--- config.mk ---
export PLATFORM = sky130hd
export DESIGN_NAME = status_frame_tx
export DESIGN_NICKNAME = d
export VERILOG_FILES = /design/src/rtl/motor_uart_pkg.sv /design/src/rtl/uart_tx_core.sv /design/src/rtl/status_frame_tx.sv
export SDC_FILE = /design/constraint.sdc
export NUM_CORES = 1
export LEC_CHECK = 0
export CAP_MARGIN = 20
export CORE_MARGIN = 10
export CORE_UTILIZATION = 59
export DETAILED_ROUTE_END_ITERATION = 12
export GPL_TIMING_DRIVEN = 0
export PLACE_DENSITY = 0.85
export SLEW_MARGIN = 10
export SYNTH_ARGS = -nofsm -noshare
export SYNTH_HDL_FRONTEND = slang
export SYNTH_SLANG_ARGS = --single-unit
--- constraint.sdc ---
create_clock -name clk -period 3.2 [get_ports clk]
set_input_delay 0.64 -clock clk [delete_from_list [all_inputs] [get_ports clk]]
set_output_delay 0.64 -clock clk [all_outputs]
set_load 0.01 [all_outputs]
--- src/rtl/motor_uart_pkg.sv ---
// -----------------------------------------------------------------------------
// motor_uart_pkg
// Definitions shared by the status frame transmitter and the host-to-board
// command parser: the frame sync byte, the frame FSM state encoding and the
// baud divisor helper.
// No ports (package).
// -----------------------------------------------------------------------------
package motor_uart_pkg;

    // First byte of every frame ("S").
    localparam logic [7:0] SYNC_BYTE = 8'h53;

    // Frame FSM states: one state per frame byte plus idle.
    typedef enum logic [1:0] {
        ST_IDLE = 2'd0,
        ST_SYNC = 2'd1,
        ST_NUM  = 2'd2,
        ST_POS  = 2'd3
    } frame_state_e;

    // Clocks per serial bit, rounded to nearest: 10 MHz / 230400 -> 43.
    function automatic int unsigned baud_divisor(input int unsigned clk_hz,
                                                 input int unsigned baud);
        return (clk_hz + baud / 2) / baud;
    endfunction

endpackage

--- src/rtl/uart_tx_core.sv ---
// -----------------------------------------------------------------------------
// uart_tx_core
// Byte serialiser: start bit 0, 8 data bits LSB first, one stop bit 1.
// Every bit lasts exactly Divisor clocks.
// Ports:
//   clk_i, rst_i  clock, synchronous active-high reset
//   load_i        load data_i; taken when idle or in the last stop-bit clock
//   data_i        byte to send
//   txd_o         serial line, idle high (registered)
//   busy_o        a byte is on the line
//   done_o        high during the final clock of the stop bit
// Loading in the same clock as done_o puts the next start bit straight after
// the stop bit, so callers can chain bytes without an idle gap.
// -----------------------------------------------------------------------------
module uart_tx_core #(
    parameter int unsigned Divisor = 43
) (
    input  logic       clk_i,
    input  logic       rst_i,
    input  logic       load_i,
    input  logic [7:0] data_i,
    output logic       txd_o,
    output logic       busy_o,
    output logic       done_o
);

    localparam int unsigned CntW = (Divisor > 1) ? $clog2(Divisor) : 1;
    localparam logic [CntW-1:0] CntLast = CntW'(Divisor - 1);

    logic [CntW-1:0] baud_cnt_q, baud_cnt_d;
    logic [3:0]      bit_cnt_q, bit_cnt_d;   // 0 = start, 1..8 = data, 9 = stop
    logic [8:0]      shift_q, shift_d;       // remaining data bits + stop bit
    logic            active_q, active_d;
    logic            txd_q, txd_d;
    logic            bit_end;

    assign bit_end = active_q && (baud_cnt_q == CntLast);
    assign done_o  = bit_end && (bit_cnt_q == 4'd9);
    assign busy_o  = active_q;
    assign txd_o   = txd_q;

    always_comb begin
        baud_cnt_d = baud_cnt_q;
        bit_cnt_d  = bit_cnt_q;
        shift_d    = shift_q;
        active_d   = active_q;
        txd_d      = txd_q;
        if (load_i && (!active_q || done_o)) begin
            txd_d      = 1'b0;
            shift_d    = {1'b1, data_i};
            bit_cnt_d  = 4'd0;
            baud_cnt_d = '0;
            active_d   = 1'b1;
        end else if (bit_end) begin
            baud_cnt_d = '0;
            if (bit_cnt_q == 4'd9) begin
                active_d = 1'b0;
                txd_d    = 1'b1;
            end else begin
                txd_d     = shift_q[0];
                shift_d   = {1'b1, shift_q[8:1]};
                bit_cnt_d = bit_cnt_q + 4'd1;
            end
        end else if (active_q) begin
            baud_cnt_d = baud_cnt_q + CntW'(1);
        end
    end

    always_ff @(posedge clk_i) begin
        if (rst_i) begin
            baud_cnt_q <= '0;
            bit_cnt_q  <= 4'd0;
            shift_q    <= '1;
            active_q   <= 1'b0;
            txd_q      <= 1'b1;
        end else begin
            baud_cnt_q <= baud_cnt_d;
            bit_cnt_q  <= bit_cnt_d;
            shift_q    <= shift_d;
            active_q   <= active_d;
            txd_q      <= txd_d;
        end
    end

endmodule

--- src/rtl/status_frame_tx.sv ---
// -----------------------------------------------------------------------------
// status_frame_tx
// Queues motor status reports and sends each as a 3-byte UART frame:
// SYNC_BYTE, {4'h0, num}, pos. Frames and bytes follow each other with no gap.
// Ports:
//   clk, rst      clock, synchronous active-high reset
//   rep_valid     report request
//   rep_ready     report can be accepted (FIFO not full, not in reset)
//   rep_num       motor index (sent unchanged, including 12..15)
//   rep_pos       position byte
//   TxD           UART output, idle high
//   busy          FIFO non-empty or frame in progress
//   dbg_state_o   current frame FSM state (frame_state_e encoding)
// Handshake: a report is taken on every rising edge where rep_valid and
// rep_ready are both 1; rep_ready does not depend on rep_valid, and a full
// FIFO refuses even if an entry is popped in the same clock.
// -----------------------------------------------------------------------------
module status_frame_tx
    import motor_uart_pkg::*;
#(
    parameter int unsigned ClkFrequency = 10000000,
    parameter int unsigned Baud         = 230400,
    parameter int unsigned FifoDepth    = 4
) (
    input  logic       clk,
    input  logic       rst,
    input  logic       rep_valid,
    output logic       rep_ready,
    input  logic [3:0] rep_num,
    input  logic [7:0] rep_pos,
    output logic       TxD,
    output logic       busy,
    output logic [1:0] dbg_state_o
);

    localparam int unsigned Divisor = baud_divisor(ClkFrequency, Baud);
    localparam int unsigned PtrW    = (FifoDepth > 1) ? $clog2(FifoDepth) : 1;
    localparam int unsigned CntW    = $clog2(FifoDepth + 1);

    // ---------------- report FIFO ----------------
    logic [11:0]     fifo_mem [FifoDepth];
    logic [PtrW-1:0] wr_ptr_q, wr_ptr_d, rd_ptr_q, rd_ptr_d;
    logic [CntW-1:0] count_q, count_d;
    logic            push, pop, fifo_empty;
    logic [11:0]     fifo_head;

    function automatic logic [PtrW-1:0] ptr_inc(input logic [PtrW-1:0] p);
        return (p == PtrW'(FifoDepth - 1)) ? '0 : p + PtrW'(1);
    endfunction

    assign rep_ready  = !rst && (count_q < CntW'(FifoDepth));
    assign push       = rep_valid && rep_ready;
    assign fifo_empty = (count_q == '0);
    assign fifo_head  = fifo_mem[rd_ptr_q];

    always_comb begin
        wr_ptr_d = push ? ptr_inc(wr_ptr_q) : wr_ptr_q;
        rd_ptr_d = pop  ? ptr_inc(rd_ptr_q) : rd_ptr_q;
        count_d  = count_q;
        if (push && !pop) begin
            count_d = count_q + CntW'(1);
        end else if (pop && !push) begin
            count_d = count_q - CntW'(1);
        end
    end

    always_ff @(posedge clk) begin
        if (push) begin
            fifo_mem[wr_ptr_q] <= {rep_num, rep_pos};
        end
    end

    always_ff @(posedge clk) begin
        if (rst) begin
            wr_ptr_q <= '0;
            rd_ptr_q <= '0;
            count_q  <= '0;
        end else begin
            wr_ptr_q <= wr_ptr_d;
            rd_ptr_q <= rd_ptr_d;
            count_q  <= count_d;
        end
    end

    // ---------------- frame FSM ----------------
    frame_state_e state_q, state_d;
    logic [11:0]  frame_q, frame_d;   // entry being sent, isolated from FIFO writes
    logic         core_load, core_busy, core_done;
    logic [7:0]   core_data;

    always_ff @(posedge clk) begin
        if (rst) begin
            state_q <= ST_IDLE;
            frame_q <= '0;
        end else begin
            state_q <= state_d;
            frame_q <= frame_d;
        end
    end

    always_comb begin
        state_d = state_q;
        pop     = 1'b0;
        case (state_q)
            ST_IDLE: begin
                if (!fifo_empty) begin
                    pop     = 1'b1;
                    state_d = ST_SYNC;
                end
            end
            ST_SYNC: if (core_done) state_d = ST_NUM;
            ST_NUM:  if (core_done) state_d = ST_POS;
            ST_POS: begin
                if (core_done) begin
                    if (!fifo_empty) begin
                        pop     = 1'b1;
                        state_d = ST_SYNC;
                    end else begin
                        state_d = ST_IDLE;
                    end
                end
            end
            default: state_d = ST_IDLE;
        endcase
        frame_d = pop ? fifo_head : frame_q;
    end

    // Each state loads the byte of the following state on completion. SYNC
    // entered from IDLE finds the core idle and loads the sync byte itself,
    // which gives the two-clock accept-to-start-bit latency.
    always_comb begin
        core_load = 1'b0;
        core_data = SYNC_BYTE;
        case (state_q)
            ST_SYNC: begin
                if (!core_busy) begin
                    core_load = 1'b1;
                end else if (core_done) begin
                    core_load = 1'b1;
                    core_data = {4'h0, frame_q[11:8]};
                end
            end
            ST_NUM: begin
                core_load = core_done;
                core_data = frame_q[7:0];
            end
            ST_POS: core_load = core_done && !fifo_empty;
            default: core_load = 1'b0;
        endcase
        busy        = (state_q != ST_IDLE) || !fifo_empty;
        dbg_state_o = state_q;
    end

    uart_tx_core #(
        .Divisor (Divisor)
    ) u_tx (
        .clk_i  (clk),
        .rst_i  (rst),
        .load_i (core_load),
        .data_i (core_data),
        .txd_o  (TxD),
        .busy_o (core_busy),
        .done_o (core_done)
    );

endmodule
==> out/metrics.cfg, run 1 <==
[status]
status=finished clean

[logic_synthesis]
synth.avg_cell_area_um2=12.8
yosysUniqueCellTypes=59
syn-cell-area_um2=4020
synthArstFlopShare_pct=0
synth_top_area_share_pct=35.8
synth_top_area_cell=edfxtp_1
syn_inst=314
yosys-top-cells-area=edfxtp_1 (36%), dfxtp_1 (20%), mux4_2 (6.7%)
yosysWarningCount=0
synth_nets=345
synth_commonest_cells=edfxtp_1 (48), dfxtp_1 (41), a21oi_1 (22)
synth_edf_count=48
synth_flop_cell=edfxtp_1
synth_most_common_cell=edfxtp_1
yosysSeqAreaShare_pct=56.3
ys_ff_latch=89

[floorplan]
core_um2=6720
placementRows=30
fp.dieH_um=103
io_pins=20
start_util_pct=59.9
die_x_um=103
die-area_um2=10500

[power_and_ir_drop]
power.leakage_nw=1.58
ir_drop_uv=416
p_per_area_nw_per_um2=771

[worst_setup_path]
reg2reg_to=count_q[2]$_SDFFE_PP0P_
cp.arrival_ps=3140
r2r_cells=12
crit_required_ps=3510
crit_fanout=10
critPathCaptureType=flip-flop
ff2ff_setup_slack_ps=370
critical_path_class=flip-flop to flip-flop
cp-start-kind=flip-flop
r2r-start=u_tx.baud_cnt_q[0]$_SDFFE_PP0P_

[placed_design]
numPortBuffers=19
gp_congestion=0.795
placed_cells=413
hpwl_um=5440

[clocking]
numCtsBuffers=9
clk_latency_ps=370
clock-root-buffer=clkbuf_8
hold_buffers=0
clock_sinks=89
post_cts_buffers=0
clockBufferDepth=2
clkTransAtPathRegs_ps=90
cts_tree=done
cts_resized=0
cts_max_level=3

[routing]
vias_per_cell=6.21
drt_pre_antenna_iters=6
drc=0
num_vias=2666
first_iter_violations=215
wl_per_cell_um=18.9
wl_um=8120
ant_nets=0

[timing]
fin_worst_skew_ps=11.7
slew_violations=0
min_period_ps=2830
fin_crit_sh_pct=88.5
finalHoldViolations=0
worst_pin_slew_ps=652
tns_ps=0
slew_headroom_pct=56.5
fmax_ghz=0.353
rsz0062_at_grt=no
setup_viol=0

[grt]
grt_pass1_wl_um=13500
grt_pass1_vias=2768
grt_usage_pct=16.6
grt_max_degree=17
grt_overflow=0
grt_antenna_before_repair=0

[final_layout]
n_antenna_cell=0
drive_gt1_share_pct=14.3
stdcell_count=429
area_delta_synth_final_pct=12.7
finalNetCount=375
fillerInstances=475

[worst_hold_path]
hold_depth=2
hp-start=frame_q[7]$_SDFFE_PP0P_
min_to=frame_q[7]$_SDFFE_PP0P_
worst_hold_path_type=flip-flop to flip-flop

[flow_run]
maxCapViolCount=0

kinds of logic after synthesis:
kind of cell,after synthesis,synth area share (%)
simple gates,79,11.5
flops,89,56.3
xor+xnor,10,2.18
mux,23,9.52
fa+ha+maj,16,5.16
buf+inv,29,3.52
compound gates,68,11.9
per-stage QoR:
stage	hold slack, ps	power (W)	worst slack [ps]	cell area (um^2)	util (%)
floorplan	454	0.00233	692	4020	-
global placement	468	0.00259	163	4310	64.2
detailed placement	474	0.00264	78.8	4310	64.2
CTS	485	0.00350	371	4530	67.4
global route	498	0.00368	164	4530	67.4
finish	480	0.00349	366	4530	67.4
routing by layer:
metal / wire length, um / part of all wire (%) / global-route usage [%]
met1: 3210 / 40 / 18.5
met2: 4360 / 54 / 29.4
met3: 361 / 4.4 / 3.28
met4: 190 / 2.3 / 8.89
met5: 0 / 0 / 0
power by group:
group	internal, W	leakage, nW	switching (W)
registers	0.00138	0.769	0.000106
logic	0.000484	0.711	0.000667
clock network	0.000442	0.0991	0.000409
total	0.00231	1.58	0.00118
worst max path at each step:
stage	start	endpoint	slack (ps)	cells past startpoint
2_1_floorplan	u_tx.baud_cnt_q[0]$_SDFFE_PP0P_	count_q[2]$_SDFFE_PP0P_	690	12
3_3_place_gp	rst	count_q[2]$_SDFFE_PP0P_	160	10
3_5_place_dp	rst	count_q[2]$_SDFFE_PP0P_	80	10
4_1_cts	u_tx.baud_cnt_q[0]$_SDFFE_PP0P_	count_q[2]$_SDFFE_PP0P_	370	12
5_1_grt	u_tx.baud_cnt_q[0]$_SDFFE_PP0P_	count_q[2]$_SDFFE_PP0P_	160	12
6_report	u_tx.baud_cnt_q[0]$_SDFFE_PP0P_	count_q[2]$_SDFFE_PP0P_	370	12
cell type report:
type / count / area [um^2] / area share, %
well taps: 80 / 100 / 2.21
clock buffers: 10 / 128 / 2.82
repair buffers: 19 / 190 / 4.20
clock inverters: 6 / 91.3 / 2.02
flip-flops and latches: 89 / 2260 / 49.9
plain buffers: 22 / 115 / 2.54
multi-input cells: 196 / 1620 / 35.7
inverters: 7 / 26.3 / 0.580
layout by cell type, fill, tap and decap left out, types with 3 or more instances in the layout:
cell type,netlist,layout
clkbuf_1,11,12
mux2i_1,9,9
dfxtp_1,41,41
clkinvlp_4,0,3
a221oi_1,6,6
nand2b_1,4,4
buf_2,7,7
ha_1,15,15
nor2_1,12,12
clkdlybuf4s50_1,0,19
nor3_1,7,7
clkbuf_8,0,9
and2_1,4,4
xnor2_1,4,4
a21oi_1,22,22
inv_1,7,7
mux4_2,12,12
xor2_1,6,6
nand2_1,9,9
and3_1,4,4
nor4_1,6,6
edfxtp_1,48,48
o21ai_0,16,16
nand3_1,17,17
critical path: stages (launching register included):
cell     delay, ps
dfxtp_1        350
inv_1           70
ha_1           160
nor2b_1        500
a41o_1         350
buf_2          250
nand2_1        100
ha_1           230
inv_1           80
fa_1           170
xor2_1          70
or3_1          300
a21oi_1        140
flip-flops by register name (all words and copies together) (netlist names):
| name | count |
|---|---|
| u_tx.bit_cnt_q | 4 |
| fifo_mem | 48 |
| u_tx.shift_q | 8 |
| u_tx.baud_cnt_q | 6 |
| count_q | 3 |
| u_tx.busy_o | 1 |
| u_tx.txd_o | 1 |
| wr_ptr_q | 2 |
| frame_q | 12 |
| dbg_state_o | 2 |
| rd_ptr_q | 2 |
(Power assumes the default switching activity.)
==> run 2, diff against run 1 <==
--- a/config.mk
+++ b/config.mk
@@ -11,6 +11,7 @@
 export DETAILED_ROUTE_END_ITERATION = 12
 export GPL_TIMING_DRIVEN = 0
 export PLACE_DENSITY = 0.85
+export SETUP_SLACK_MARGIN = 0.05
 export SLEW_MARGIN = 10
 export SYNTH_ARGS = -nofsm -noshare
 export SYNTH_HDL_FRONTEND = slang
==> results of run 2 <==
The final DEF is identical to that of run 1; final timing and power are the same.
